`src/rtl/instr_decode_queue.sv`:
```
// instr_decode_queue: decodes MIPS-style instructions on enqueue and buffers
// the decoded entries in a QDEPTH-deep FIFO; all outputs come from the head entry.
`default_nettype none

module instr_decode_queue #(
    parameter int QDEPTH = 4,
    parameter int PC_W   = 32
) (
    input  logic                        clk,
    input  logic                        rst_n,
    input  logic                        in_valid,
    output logic                        in_ready,
    input  logic [31:0]                 in_instr,
    input  logic [PC_W-1:0]             in_pc,
    input  logic                        flush,
    output logic                        out_valid,
    input  logic                        out_ready,
    output logic [PC_W-1:0]             out_pc,
    output logic [4:0]                  rs,
    output logic [4:0]                  rt,
    output logic [4:0]                  rd,
    output logic [31:0]                 imm_ext,
    output logic [25:0]                 jaddr,
    output logic                        reg_dst,
    output logic                        branch,
    output logic                        mem_read,
    output logic                        mem_to_reg,
    output logic                        mem_write,
    output logic                        alu_src,
    output logic                        reg_write,
    output logic                        jump,
    output logic [1:0]                  alu_op,
    output logic                        illegal,
    output logic [$clog2(QDEPTH):0]     count
);

    localparam int AW = $clog2(QDEPTH);
    localparam int CW = AW + 1;
    localparam logic [CW-1:0] FULL_CNT = CW'(QDEPTH);

    localparam logic [1:0] S_EMPTY   = 2'd0;
    localparam logic [1:0] S_PARTIAL = 2'd1;
    localparam logic [1:0] S_FULL    = 2'd2;

    // Control vector: {reg_dst, branch, mem_read, mem_to_reg, mem_write,
    //                  alu_src, reg_write, jump, alu_op[1:0], illegal}
    logic [5:0]  opcode;
    logic [10:0] dec_ctrl;
    logic [31:0] dec_imm;

    assign opcode  = in_instr[31:26];
    assign dec_imm = (opcode == 6'h0C) ? {16'b0, in_instr[15:0]}
                                       : {{16{in_instr[15]}}, in_instr[15:0]};

    always_comb begin
        dec_ctrl = 11'b0;
        case (opcode)
            6'h00:   dec_ctrl = 11'b10000010100;
            6'h23:   dec_ctrl = 11'b00110110000;
            6'h2B:   dec_ctrl = 11'b00001100000;
            6'h04:   dec_ctrl = 11'b01000000010;
            6'h02:   dec_ctrl = 11'b00000001000;
            6'h08:   dec_ctrl = 11'b00000110000;
            6'h0C:   dec_ctrl = 11'b00000110110;
            default: dec_ctrl = 11'b00000000001;
        endcase
    end

    logic [25:0]     mem_field [QDEPTH];
    logic [31:0]     mem_imm   [QDEPTH];
    logic [10:0]     mem_ctrl  [QDEPTH];
    logic [PC_W-1:0] mem_pc    [QDEPTH];

    logic [AW-1:0] wr_ptr;
    logic [AW-1:0] rd_ptr;
    logic [1:0]    state;
    logic [1:0]    state_next;
    logic [CW-1:0] count_next;
    logic          push;
    logic          pop;

    assign in_ready  = (state != S_FULL) && !flush;
    assign out_valid = (state != S_EMPTY);
    assign push      = in_valid && in_ready;
    assign pop       = out_valid && out_ready && !flush;

    always_comb begin
        count_next = count;
        if (flush)
            count_next = '0;
        else if (push && !pop)
            count_next = count + 1'b1;
        else if (pop && !push)
            count_next = count - 1'b1;

        if (count_next == '0)
            state_next = S_EMPTY;
        else if (count_next == FULL_CNT)
            state_next = S_FULL;
        else
            state_next = S_PARTIAL;
    end

    always_ff @(posedge clk or negedge rst_n) begin
        if (!rst_n) begin
            wr_ptr <= '0;
            rd_ptr <= '0;
            count  <= '0;
            state  <= S_EMPTY;
        end else begin
            count <= count_next;
            state <= state_next;
            if (flush) begin
                wr_ptr <= '0;
                rd_ptr <= '0;
            end else begin
                if (push)
                    wr_ptr <= wr_ptr + 1'b1;
                if (pop)
                    rd_ptr <= rd_ptr + 1'b1;
            end
        end
    end

    // Storage needs no reset: the head is masked to a bubble while empty.
    always_ff @(posedge clk) begin
        if (push) begin
            mem_field[wr_ptr] <= in_instr[25:0];
            mem_imm[wr_ptr]   <= dec_imm;
            mem_ctrl[wr_ptr]  <= dec_ctrl;
            mem_pc[wr_ptr]    <= in_pc;
        end
    end

    logic [10:0] head_ctrl;

    always_comb begin
        out_pc    = '0;
        jaddr     = '0;
        imm_ext   = '0;
        head_ctrl = '0;
        if (out_valid) begin
            out_pc    = mem_pc[rd_ptr];
            jaddr     = mem_field[rd_ptr];
            imm_ext   = mem_imm[rd_ptr];
            head_ctrl = mem_ctrl[rd_ptr];
        end
    end

    assign rs = jaddr[25:21];
    assign rt = jaddr[20:16];
    assign rd = jaddr[15:11];
    assign {reg_dst, branch, mem_read, mem_to_reg, mem_write,
            alu_src, reg_write, jump, alu_op, illegal} = head_ctrl;

endmodule

`default_nettype wire

```
`config.mk`:
```
export PLATFORM = sky130hd
export DESIGN_NAME = instr_decode_queue
export DESIGN_NICKNAME = d
export VERILOG_FILES = /design/src/rtl/instr_decode_queue.sv
export SDC_FILE = /design/constraint.sdc
export NUM_CORES = 1
export LEC_CHECK = 0
export ABC_AREA = 1
export CORE_ASPECT_RATIO = 0.5
export CORE_MARGIN = 5
export CORE_UTILIZATION = 34
export CTS_CLUSTER_DIAMETER = 100
export CTS_CLUSTER_SIZE = 28
export DETAILED_ROUTE_END_ITERATION = 10
export PLACE_DENSITY = 0.6
export RECOVER_POWER = 100
export SLEW_MARGIN = 40
export SYNTH_ARGS = -nofsm -noshare
export SYNTH_HDL_FRONTEND = slang
export SYNTH_SLANG_ARGS = --single-unit
```
`constraint.sdc`:
```
create_clock -name clk -period 10.2 [get_ports clk]
set_input_delay 2.04 -clock clk [delete_from_list [all_inputs] [get_ports clk]]
set_output_delay 2.04 -clock clk [all_outputs]
set_load 0.02 [all_outputs]
```
# == Word level (Yosys, flattened, before mapping) ==
# Memories as Yosys holds them, arrays and structs flattened.
# Cells that the tools add are included.
# classes
eq_ne,8
mux,17
reduce_logical,14
add_sub_neg,4
# op_table
operator,n
32-bit 2-to-1 mux,3
11-bit case mux with 7 select lines,1
26-bit 2-to-1 mux,1
6-bit by 4-bit equality test with 1-bit output (second input constant),2
6-bit equality test (second input constant),2
2-bit 2-to-1 mux,6
11-bit 2-to-1 mux,1
3-bit 2-to-1 mux,3
6-bit by 2-bit equality test with 1-bit output (second input constant),1
6-bit by 3-bit equality test with 1-bit output (second input constant),1
1-bit logical AND,6
6-bit logical NOT,1
2-bit nonzero test,3
2-bit by 1-bit adder with 2-bit output (second input constant),2
3-bit by 1-bit adder with 3-bit output (second input constant),1
3-bit equality test (second input constant),1
1-bit logical NOT,3
3-bit logical NOT,1
3-bit by 1-bit subtractor with 3-bit output (second input constant),1
1-bit 2-to-1 mux,2
2-bit != test (second input constant),1
# totals
word_cells,51
mem_count,4
input_bits,69
regBits,9
ram_bits,404
out_inout_bits,121
# mem_list
name,depth,word_bits,rd,rd_ports_with_merged_regs,write_ports,line_no,rtl
mem_imm,4,32,1,0,1,70,logic [31:0] mem_imm [QDEPTH];
mem_pc,4,32,1,0,1,72,logic [PC_W-1:0] mem_pc [QDEPTH];
mem_field,4,26,1,0,1,69,logic [25:0] mem_field [QDEPTH];
mem_ctrl,4,11,1,0,1,71,logic [10:0] mem_ctrl [QDEPTH];

# == Depth between registers and ports, before layout ==
# Gate-level depths: netlist (run 1).
# depth
ltp_word,11
mapped_depth,9
ltp_nobuf,9

# == Least setup slack after synthesis (run 1) ==
# OpenSTA, ideal clock, no wires.
# synth_timing
kind,input port to flip-flop
from,input port flush
to,memory mem_ctrl[0][0] (enable)
setup_slack_ps,4469
setup_time_ps,498
arrival_time_ps,5234
n_path_buf,1
cell_stages,4
cell_sequence,inv_2 > nand3_2 > buf_6 > nor2_1
# synth_between
elab_chain_len,5
# synth_rtl
item,line_no,rtl
from (decl),15,"input logic flush,"
1-bit logical NOT,82,assign in_ready = (state != S_FULL) && !flush;
1-bit logical AND,82,
1-bit logical AND,84,assign push = in_valid && in_ready;
1-bit 2-to-1 mux,127,if (push) begin
1-bit 2-to-1 mux (not written as such),130,mem_ctrl[wr_ptr] <= dec_ctrl;
to (decl),71,
# Every way passes these cells.

# == Worst setup path in the final report (run 1) ==
# layout_timing
from,register rd_ptr[1]
to,output port imm_ext[20]
# layout_between
elab_chain_len,2
# layout_rtl
item,line_no,rtl
from (decl),75,logic [AW-1:0] rd_ptr;
from (signal assigned),120,rd_ptr <= rd_ptr + 1'b1;
memory read 4 x 32 bit,n/a,
32-bit 2-to-1 mux,142,if (out_valid) begin
to (decl),22,"output logic [31:0] imm_ext,"
# Every way passes these cells.

==> flow_metrics.tcl, run 1 <==
set metrics [dict create \
    drive_above_1_share 0.02752 \
    rsz0062_at_grt "no" \
    port_buffers 189 \
    route.detailed.drc 0 \
    tightest_slew_ns 2.811 \
    clk_pin_slew_ns 0.10 \
    setup_tns_ns 0 \
    io_pins 190 \
    cts_resized 0 \
    swShare 0.3000 \
    power_frac_seq 0.513 \
    p_int_w 0.001855 \
    synth_area_leader_cell "edfxtp_1" \
    nNetsFinal 1157 \
    synth_area_leaders "edfxtp_1, nor2_1, buf_4" \
    grt_pass1_wl_mm 40.98 \
    wl_per_cell_um 17.40 \
    vias 7348 \
    synth_cell_types 28 \
    cts_buffer_depth 3 \
    clkPwrFrac 0.237 \
    crit_path_max_incr_delay_ns 2.00 \
    seq_area_frac_synth 0.7275 \
    gp_congestion 0.7540 \
    num_rows 48 \
    drt_iter0_markers 597 \
    crit_arrival_ns 5.54 \
    worstPathMaxFanout 47 \
    fillers 3159 \
    numClockSinks 285 \
    synth.avg_cell_area_um2 12.16 \
    setup_viol 0 \
    skew_ns 0.03482 \
    place_hpwl_mm 16.21 \
    vias_per_cell 4.762 \
    start_util 0.3418 \
    vdd.ir_drop.worst_mv 0.1068 \
    violations "max-capacitance violations, max-slew violations" \
    slew_headroom -0.8738 \
    area_delta_synth_final_pct 20.05 \
    synthArstFlopShare 0.03158 \
    yosys_warnings 0 \
    hp-class "reg -> reg" \
    start_kind "flop" \
    die_y_um 141.2 \
    ys_ff_latch 285 \
    critPathSlowestCell "clkbuf_1" \
    postCtsSetupRepairBufs 0 \
    cts_buffers 14 \
    clock_latency_ns 0.49 \
    synthFlopType "edfxtp_1" \
    power_density_nw_per_um2 188.6 \
    ctsHtreeMaxLevel 1 \
    cts_root_buf "clkbuf_16" \
    period_share 0.7430 \
    combPwrFrac 0.250 \
    wl_mm 26.85 \
    ys_top_cells_by_count "nor2_1, edfxtp_1, o21ai_0" \
    dp.cells 1516 \
    final_util 0.4104 \
    die_area_um2 38450 \
    antenna_found_initial 4 \
    synth_area_um2 11700 \
    hold_buffers 0 \
    drv_cap 8 \
    endpoint_kind "output pin" \
    slew_violations 326 \
    grt_usage 0.1335 \
    grt_max_degree 79 \
    leakagePower_nw 4.940 \
    syn_inst 962 \
    grt_pass1_vias 7144 \
    fin_crit_ns 7.579 \
    cp.required_ns 8.16 \
    synth_fp_nets 1037 \
    p_switching_w 0.0007949 \
    outcome "complete, but fails checks" \
    clock.fmax_mhz 131.9 \
    dieWidth_um 272.4 \
    overflow 0 \
    path_cells "inv_1, clkbuf_1, nor2_1, o21ai_0, a21oi_2, dlygate4sd3_1" \
    postRouteAntennaNets 0 \
    synth-edff-count 276 \
    first_pass_iters 4 \
    criticalPathCategory "reg -> out" \
    synth_top_area_frac 0.7082 \
    instances_no_fill 1543 \
    core_area_um2 34230 \
    cts_tree "done" \
    hold_violations 0 \
    yosys.cell_count.top_type "nor2_1" \
]
[sequential cells by signal, indices dropped and copies added (netlist names)]
name / flops
wr_ptr: 2
mem_pc: 128
mem_ctrl: 40
state: 2
mem_imm: 4
mem_field: 104
count: 3
rd_ptr: 2
[final cells by class]
cell class | count | area, µm² | area share
flip-flops and latches | 285 | 8517 | 0.6063
multi-input cells | 550 | 2455 | 0.1747
repair buffers | 205 | 1971 | 0.1403
well taps | 450 | 563.0 | 0.04008
clock buffers | 23 | 405.4 | 0.02886
inverters | 26 | 100.1 | 0.007125
clock inverters | 1 | 30.03 | 0.002138
diodes | 3 | 7.507 | 0.0005344
[per-layer routing]
metal  vias up  track usage  share of wire
met1      3642       0.1619           0.39
met3        39      0.01752          0.035
li1       3545            -              -
met4         2      0.03118          0.020
met2       120       0.2541           0.55
met5         -            0        0.00045
[power by group through the flow]
stage | Clock [W] | Sequential (W) | Combinational [W]
2_1_floorplan | 0 | 0.00137 | 0.000447
3_3_place_gp | 0 | 0.00138 | 0.000717
3_5_place_dp | 0 | 0.00139 | 0.000728
4_1_cts | 0.000648 | 0.00136 | 0.000730
5_1_grt | 0.000695 | 0.00137 | 0.000716
6_report | 0.000627 | 0.00136 | 0.000662
[metrics by stage]
step                      hold slack [ns]  total power (W)  instance area, µm²  worst slack [ns]
after global routing               0.5894         0.002777               14040             2.251
after detailed placement           0.5546         0.002113               13750             4.534
after global placement             0.5433         0.002101               13650             4.738
after CTS                          0.5699         0.002737               14180             3.982
after floorplan                    0.5115         0.001821               11700             4.469
final                              0.5688         0.002650               14050             2.621
[worst max-delay path: cells and delay by family, from the launching register on]
kind / cells / cell delay [ns]
DFF: 1 / 0.86
AOI/OAI and AO/OA: 2 / 0.41
and+or+nand+nor: 1 / 0.13
buffers and inverters: 3 / 3.61
[cell usage in the layout (no fill, tap or decap), drive strengths merged, types with 7 or more instances in the layout]
| cell type | count |
|---|---|
| o21ai | 141 |
| nor3 | 7 |
| edfxtp | 276 |
| clkdlybuf4s50 | 17 |
| clkbuf | 35 |
| dfrtp | 9 |
| nor2 | 290 |
| nand2 | 17 |
| nand3 | 11 |
| dlygate4sd3 | 172 |
| a21oi | 72 |
| inv | 26 |
[final timing paths]
path	from	cells after the start	to	slack, ns
worst min register to register	wr_ptr[0]$_DFFE_PN0P_	1	wr_ptr[0]$_DFFE_PN0P_	0.57
min in group asynchronous	rst_n	1	rd_ptr[1]$_DFFE_PN0P_	1.92
worst min-delay path	wr_ptr[0]$_DFFE_PN0P_	1	wr_ptr[0]$_DFFE_PN0P_	0.57
worst max-delay path	rd_ptr[1]$_DFFE_PN0P_	6	imm_ext[20]	2.62
worst max register to register	rd_ptr[0]$_DFFE_PN0P_	5	rd_ptr[1]$_DFFE_PN0P_	5.87
max in group asynchronous	rst_n	1	rd_ptr[0]$_DFFE_PN0P_	7.95
[cells by family after synthesis]
kind of cell / count (synthesis) / synth area share
compound gates: 216 / 0.09334
xor+xnor: 1 / 0.0007486
fa+ha+maj: 6 / 0.006415
buf+inv: 127 / 0.06308
flops: 285 / 0.7275
simple gates: 327 / 0.1089
Power figures use the tool's default switching activity.
==> run 2: changes to the inputs <==
PLACE_DENSITY = 0.62   (was 0.6)
clock period = 6.3 ns   (was 10.2 ns; I/O delays follow)
==> run 2 against run 1 <==
  * The flow still finishes with violations (max-capacitance violations, max-slew violations)
  * Via count down 0.37%
  * Global-route usage barely moved
  * Wire length rose by 0.14%
  * Clock power increased by 63%
  * Die area did not move
  * Total power grew 62%
  * Sequential power grew 62%
  * Design area barely moved
  * Combinational power grew 62%
  * Critical path type unchanged
  * Largest power group unchanged
==> flow_metrics.tcl, run 2 (synthesized netlist as in run 1, its figures left out) <==
set metrics [dict create \
    outcome "complete, but fails checks" \
    violations "max-capacitance violations, max-slew violations" \
    grt_pass1_wl_mm 40.59 \
    die_y_um 141.2 \
    criticalPathCategory "reg -> out" \
    power_density_nw_per_um2 305.1 \
    vias 7321 \
    combPwrFrac 0.249 \
    start_kind "flop" \
    grt_use_met1 0.1618 \
    port_buffers 189 \
    gr-usage-met3 0.01939 \
    worstPathMaxFanout 28 \
    grt_pass1_vias 7113 \
    critPathSlowestCell "nor2_1" \
    clkPwrFrac 0.237 \
    num_rows 48 \
    cp.required_ns 5.04 \
    ctsHtreeMaxLevel 1 \
    fin_ws_ns 0.8519 \
    hold_violations 0 \
    skew_ns 0.02386 \
    tightest_slew_ns 1.928 \
    drt_iter0_markers 509 \
    cts_tree "done" \
    nNetsFinal 1152 \
    dp_slack_ns 1.775 \
    rsz0062_at_grt "no" \
    slew_headroom -0.2852 \
    grt_usage 0.1330 \
    swShare 0.2999 \
    top_register "mem_pc" \
    top_usage_layer "met2" \
    use_met2 0.2506 \
    endpoint_kind "output pin" \
    largest_registers "mem_pc x128, mem_field x104, mem_ctrl x40" \
    slew_violations 270 \
    fin_crit_ns 5.448 \
    cts_root_buf "clkbuf_16" \
    leakagePower_nw 4.970 \
    setup_viol 0 \
    critical_path.top_delay_family "buffers and inverters" \
    cts_resized 0 \
    final_common_cell "nor2_1" \
    core_area_um2 34230 \
    holdWs_ns 0.5748 \
    antenna_found_initial 7 \
    power_frac_seq 0.514 \
    vias_per_cell 4.754 \
    postRouteAntennaNets 0 \
    wl_mm 26.89 \
    cts_buffer_depth 3 \
    route.detailed.drc 0 \
    rr_worst_depth 4 \
    crit_top_cell "buf_4" \
    largest_reg_flops 128 \
    fillers 3132 \
    period_share 0.8648 \
    drv_cap 6 \
    r2r-start "state[1]$_DFF_PN0_" \
    postCtsSetupRepairBufs 0 \
    r2r_slack_ns 2.37 \
    setup_tns_ns 0 \
    wl_per_cell_um 17.46 \
    hp-start "wr_ptr[0]$_DFFE_PN0P_" \
    rr_endpoint "mem_pc[0][22]$_DFFE_PP_" \
    io_pins 190 \
    crit_arrival_ns 4.19 \
    whs_endpoint "wr_ptr[0]$_DFFE_PN0P_" \
    p_switching_w 0.001286 \
    start_util 0.3418 \
    hold_path_depth 1 \
    path_cells "nor2_1, buf_4, buf_4, a21oi_1, dlygate4sd3_1" \
    first_pass_iters 4 \
    vdd.ir_drop.worst_mv 0.1394 \
    place_hpwl_mm 15.90 \
    clock.fmax_mhz 183.6 \
    die_area_um2 38450 \
    area_delta_synth_final_pct 20.11 \
    drive_above_1_share 0.03410 \
    final_util 0.4106 \
    clock_latency_ns 0.49 \
    final_cell_mix "nor2_1, edfxtp_1, dlygate4sd3_1, o21ai_0, a21oi_1" \
    hp-class "reg -> reg" \
    dieWidth_um 272.4 \
    numClockSinks 285 \
    crit_path_max_incr_delay_ns 1.43 \
    hold_buffers 0 \
    cts_buffers 14 \
    grt_max_degree 76 \
    clk_pin_slew_ns 0.10 \
    critPathBufInv 3 \
    gp_congestion 0.7910 \
    finalPower_w 0.004288 \
    overflow 0 \
    p_int_w 0.003002 \
]
-- run 2: cell types whose count changed in the layout (fill, tap and decap cells not counted), moves of 2 or more --
cell             previous run  this run
o21ai_0                    77        72
clkbuf_1                   20         8
clkbuf_2                    0         4
buf_4                       3         5
dlygate4sd3_1             172       178
diode_2                     3         5
clkdlybuf4s50_1            17        11
o21ai_1                    64        69
-- run 2: worst max path at each step --
| stage | from | to | slack (ns) | cells past startpoint |
|---|---|---|---|---|
| after CTS | rd_ptr[0]$_DFFE_PN0P_ | mem_read | 1.22 | 5 |
| after detailed placement | rd_ptr[0]$_DFFE_PN0P_ | mem_read | 1.78 | 5 |
| after global placement | rd_ptr[0]$_DFFE_PN0P_ | imm_ext[26] | 1.76 | 4 |
| after global routing | state[1]$_DFF_PN0_ | out_pc[7] | 0.55 | 5 |
| final | state[1]$_DFF_PN0_ | out_pc[15] | 0.85 | 5 |
| after floorplan | flush | mem_ctrl[0][0]$_DFFE_PP_ | 1.35 | 4 |
-- run 2: layout make-up --
cell class              count  area [µm²]  area share
repair buffers            200        1981      0.1409
well taps                 450       563.0     0.04006
clock inverters             1       30.03    0.002136
inverters                  26       100.1    0.007121
diodes                      5       12.51   0.0008902
flip-flops and latches    285        8521      0.6062
multi-input cells         550        2444      0.1738
clock buffers              23       405.4     0.02884
-- run 2: power groups by stage --
| stage | Sequential (W) | Combinational [W] | Clock (W) |
|---|---|---|---|
| after CTS | 0.00220 | 0.00117 | 0.00105 |
| after global placement | 0.00224 | 0.00116 | 0 |
| after floorplan | 0.00222 | 0.000725 | 0 |
| after detailed placement | 0.00225 | 0.00117 | 0 |
| after global routing | 0.00221 | 0.00115 | 0.00112 |
| final | 0.00220 | 0.00107 | 0.00102 |
-- run 2: layer usage --
metal,up-vias,wire (µm)
li1,3540,-
met1,3621,11020
met2,119,14340
met3,39,981
met4,2,544
met5,-,7
-- run 2: through the flow --
step | instance area, µm² | cells
floorplan | 11700 | 962
global placement | 13660 | 1510
detailed placement | 13680 | 1510
CTS | 14110 | 1534
global route | 14050 | 1539
finish | 14060 | 1540
==> run 3: changes to the inputs <==
ABC_CLOCK_PERIOD_IN_PS = 5000   (was not set)
clock period = 5 ns   (was 6.3 ns; I/O delays follow)
==> run 3 against run 2 <==
  * The run still ends with max-capacitance violations, max-slew violations left
  * Wire length fell by 2.3%
  * Sequential power is 25% higher
  * Sequential cell count is the same
  * Clock-buffer cell count unchanged
  * Utilization is 0.23 points higher
  * Design area rose by 0.55%
  * Critical path depth is 1 lower
  * First-iteration DRC count down 5.7%
  * Combinational power grew 29%
  * Global-route usage down 0.24 points
  * Sequential share of layout area down 0.35 points
  * Clock skew is 0.00098 ns higher
  * Critical path type unchanged
==> flow_metrics.tcl, run 3 (synthesized netlist as in run 1, its figures left out) <==
set metrics [dict create \
    outcome "complete, but fails checks" \
    violations "max-capacitance violations, max-slew violations" \
    drt_iter0_markers 480 \
    critPathSlowestCell "nor2_2" \
    criticalPathCategory "reg -> out" \
    power_density_nw_per_um2 382.4 \
    slew_violations 89 \
    r2r_slack_ns 1.80 \
    power_frac_seq 0.508 \
    startpoint "state[1]$_DFF_PN0_" \
    setup_viol 0 \
    cts_resized 0 \
    final_common_cell "nor2_1" \
    worstPathMaxFanout 22 \
    setup_tns_ns 0 \
    start_util 0.3418 \
    dieWidth_um 272.4 \
    hold_path_depth 1 \
    cts_buffer_depth 3 \
    core_area_um2 34230 \
    rsz0062_at_grt "no" \
    endpoint_kind "output pin" \
    postCtsSetupRepairBufs 0 \
    leakagePower_nw 4.996 \
    r2r-start "state[1]$_DFF_PN0_" \
    holdWs_ns 0.5772 \
    cts_buffers 14 \
    postRouteAntennaNets 0 \
    grt_max_degree 79 \
    combPwrFrac 0.256 \
    die_y_um 141.2 \
    hold_buffers 0 \
    wl_mm 26.26 \
    crit_arrival_ns 3.41 \
    path_cells "nor2_2, clkbuf_2, a21oi_1, dlygate4sd3_1" \
    area_delta_synth_final_pct 20.77 \
    num_rows 48 \
    grt_pass1_vias 7124 \
    overflow 0 \
    largest_registers "mem_pc x128, mem_field x104, mem_ctrl x40" \
    wl_per_cell_um 17.00 \
    grt_pass1_wl_mm 40.01 \
    largest_reg_flops 128 \
    critPathBufInv 2 \
    p_int_w 0.003790 \
    ctsHtreeMaxLevel 1 \
    crit_path_max_incr_delay_ns 0.92 \
    period_share 0.8812 \
    whs_endpoint "wr_ptr[0]$_DFFE_PN0P_" \
    drive_above_1_share 0.03941 \
    port_buffers 189 \
    cp.required_ns 4.00 \
    cts_root_buf "clkbuf_16" \
    start_kind "flop" \
    slew_headroom -0.2458 \
    cts_tree "done" \
    swShare 0.2987 \
    top_register "mem_pc" \
    grt_usage 0.1306 \
    final_cell_mix "nor2_1, edfxtp_1, dlygate4sd3_1, o21ai_0, a21oi_1" \
    nNetsFinal 1158 \
    hold_violations 0 \
    clock.fmax_mhz 227.0 \
    antenna_found_initial 5 \
    rr_worst_depth 4 \
    hp-class "reg -> reg" \
    vias 7281 \
    rr_endpoint "mem_field[2][4]$_DFFE_PP_" \
    p_switching_w 0.001614 \
    place_hpwl_mm 15.88 \
    numClockSinks 285 \
    clk_pin_slew_ns 0.11 \
    vdd.ir_drop.worst_mv 0.1783 \
    skew_ns 0.02484 \
    final_util 0.4129 \
    vias_per_cell 4.713 \
    gp_congestion 0.8002 \
    io_pins 190 \
    fin_crit_ns 4.406 \
    route.detailed.drc 0 \
    critical_path.top_delay_family "buffers and inverters" \
    drv_cap 4 \
    clkPwrFrac 0.237 \
    clock_latency_ns 0.49 \
    hp-start "wr_ptr[0]$_DFFE_PN0P_" \
    die_area_um2 38450 \
    first_pass_iters 4 \
    tightest_slew_ns 1.862 \
]
run 3: changes by cell type in the layout (fill, tap and decap cells not counted), moves of 2 or more:
cell and change:
clkbuf_1 +2, nor2_1 -3, dlygate4sd3_1 -2, nor2_4 +2, buf_4 +3, buf_12 +2
clkdlybuf4s50_1 +2
run 3: routing by layer:
metal	vias to the layer above	GRT usage	part of all wire
met2	145	0.2510	0.54
met3	34	0.01599	0.039
met1	3548	0.1565	0.40
met4	4	0.03225	0.017
met5	-	0	0.00053
li1	3550	-	-
run 3: how the worst max path moves through the flow:
stage                               endpoint  slack (ns)  cells after the start
detailed placement               imm_ext[24]        1.44                      7
CTS                              imm_ext[24]        0.90                      7
finish                            out_pc[18]        0.59                      4
global placement                 imm_ext[16]        1.54                      7
global route                      out_pc[18]        0.42                      4
floorplan           mem_ctrl[0][0]$_DFFE_PP_        0.31                      4
run 3: per-stage QoR:
stage / cell area (µm²) / total power [W] / setup WS, ns / std cells
floorplan: 11700 / 0.003715 / 0.3089 / 962
global placement: 13720 / 0.004291 / 1.542 / 1517
detailed placement: 13730 / 0.004308 / 1.439 / 1517
CTS: 14160 / 0.005565 / 0.8952 / 1541
global route: 14130 / 0.005639 / 0.4235 / 1544
finish: 14130 / 0.005405 / 0.5939 / 1545
run 3: layout make-up:
class                   instances  area (µm²)
clock buffers                  23       405.4
flip-flops and latches        285        8518
diodes                          4       10.01
inverters                      26       100.1
well taps                     450       563.0
repair buffers                206        2046
multi-input cells             550        2461
fillers                      3145       20100
clock inverters                 1       30.03
run 3: power groups by stage:
stage / Combinational [W] / Sequential [W] / Clock [W]
after global routing: 0.00149 / 0.00275 / 0.00139
after global placement: 0.00150 / 0.00279 / 0
final: 0.00138 / 0.00274 / 0.00128
after floorplan: 0.000913 / 0.00280 / 0
after CTS: 0.00152 / 0.00274 / 0.00131
after detailed placement: 0.00151 / 0.00280 / 0
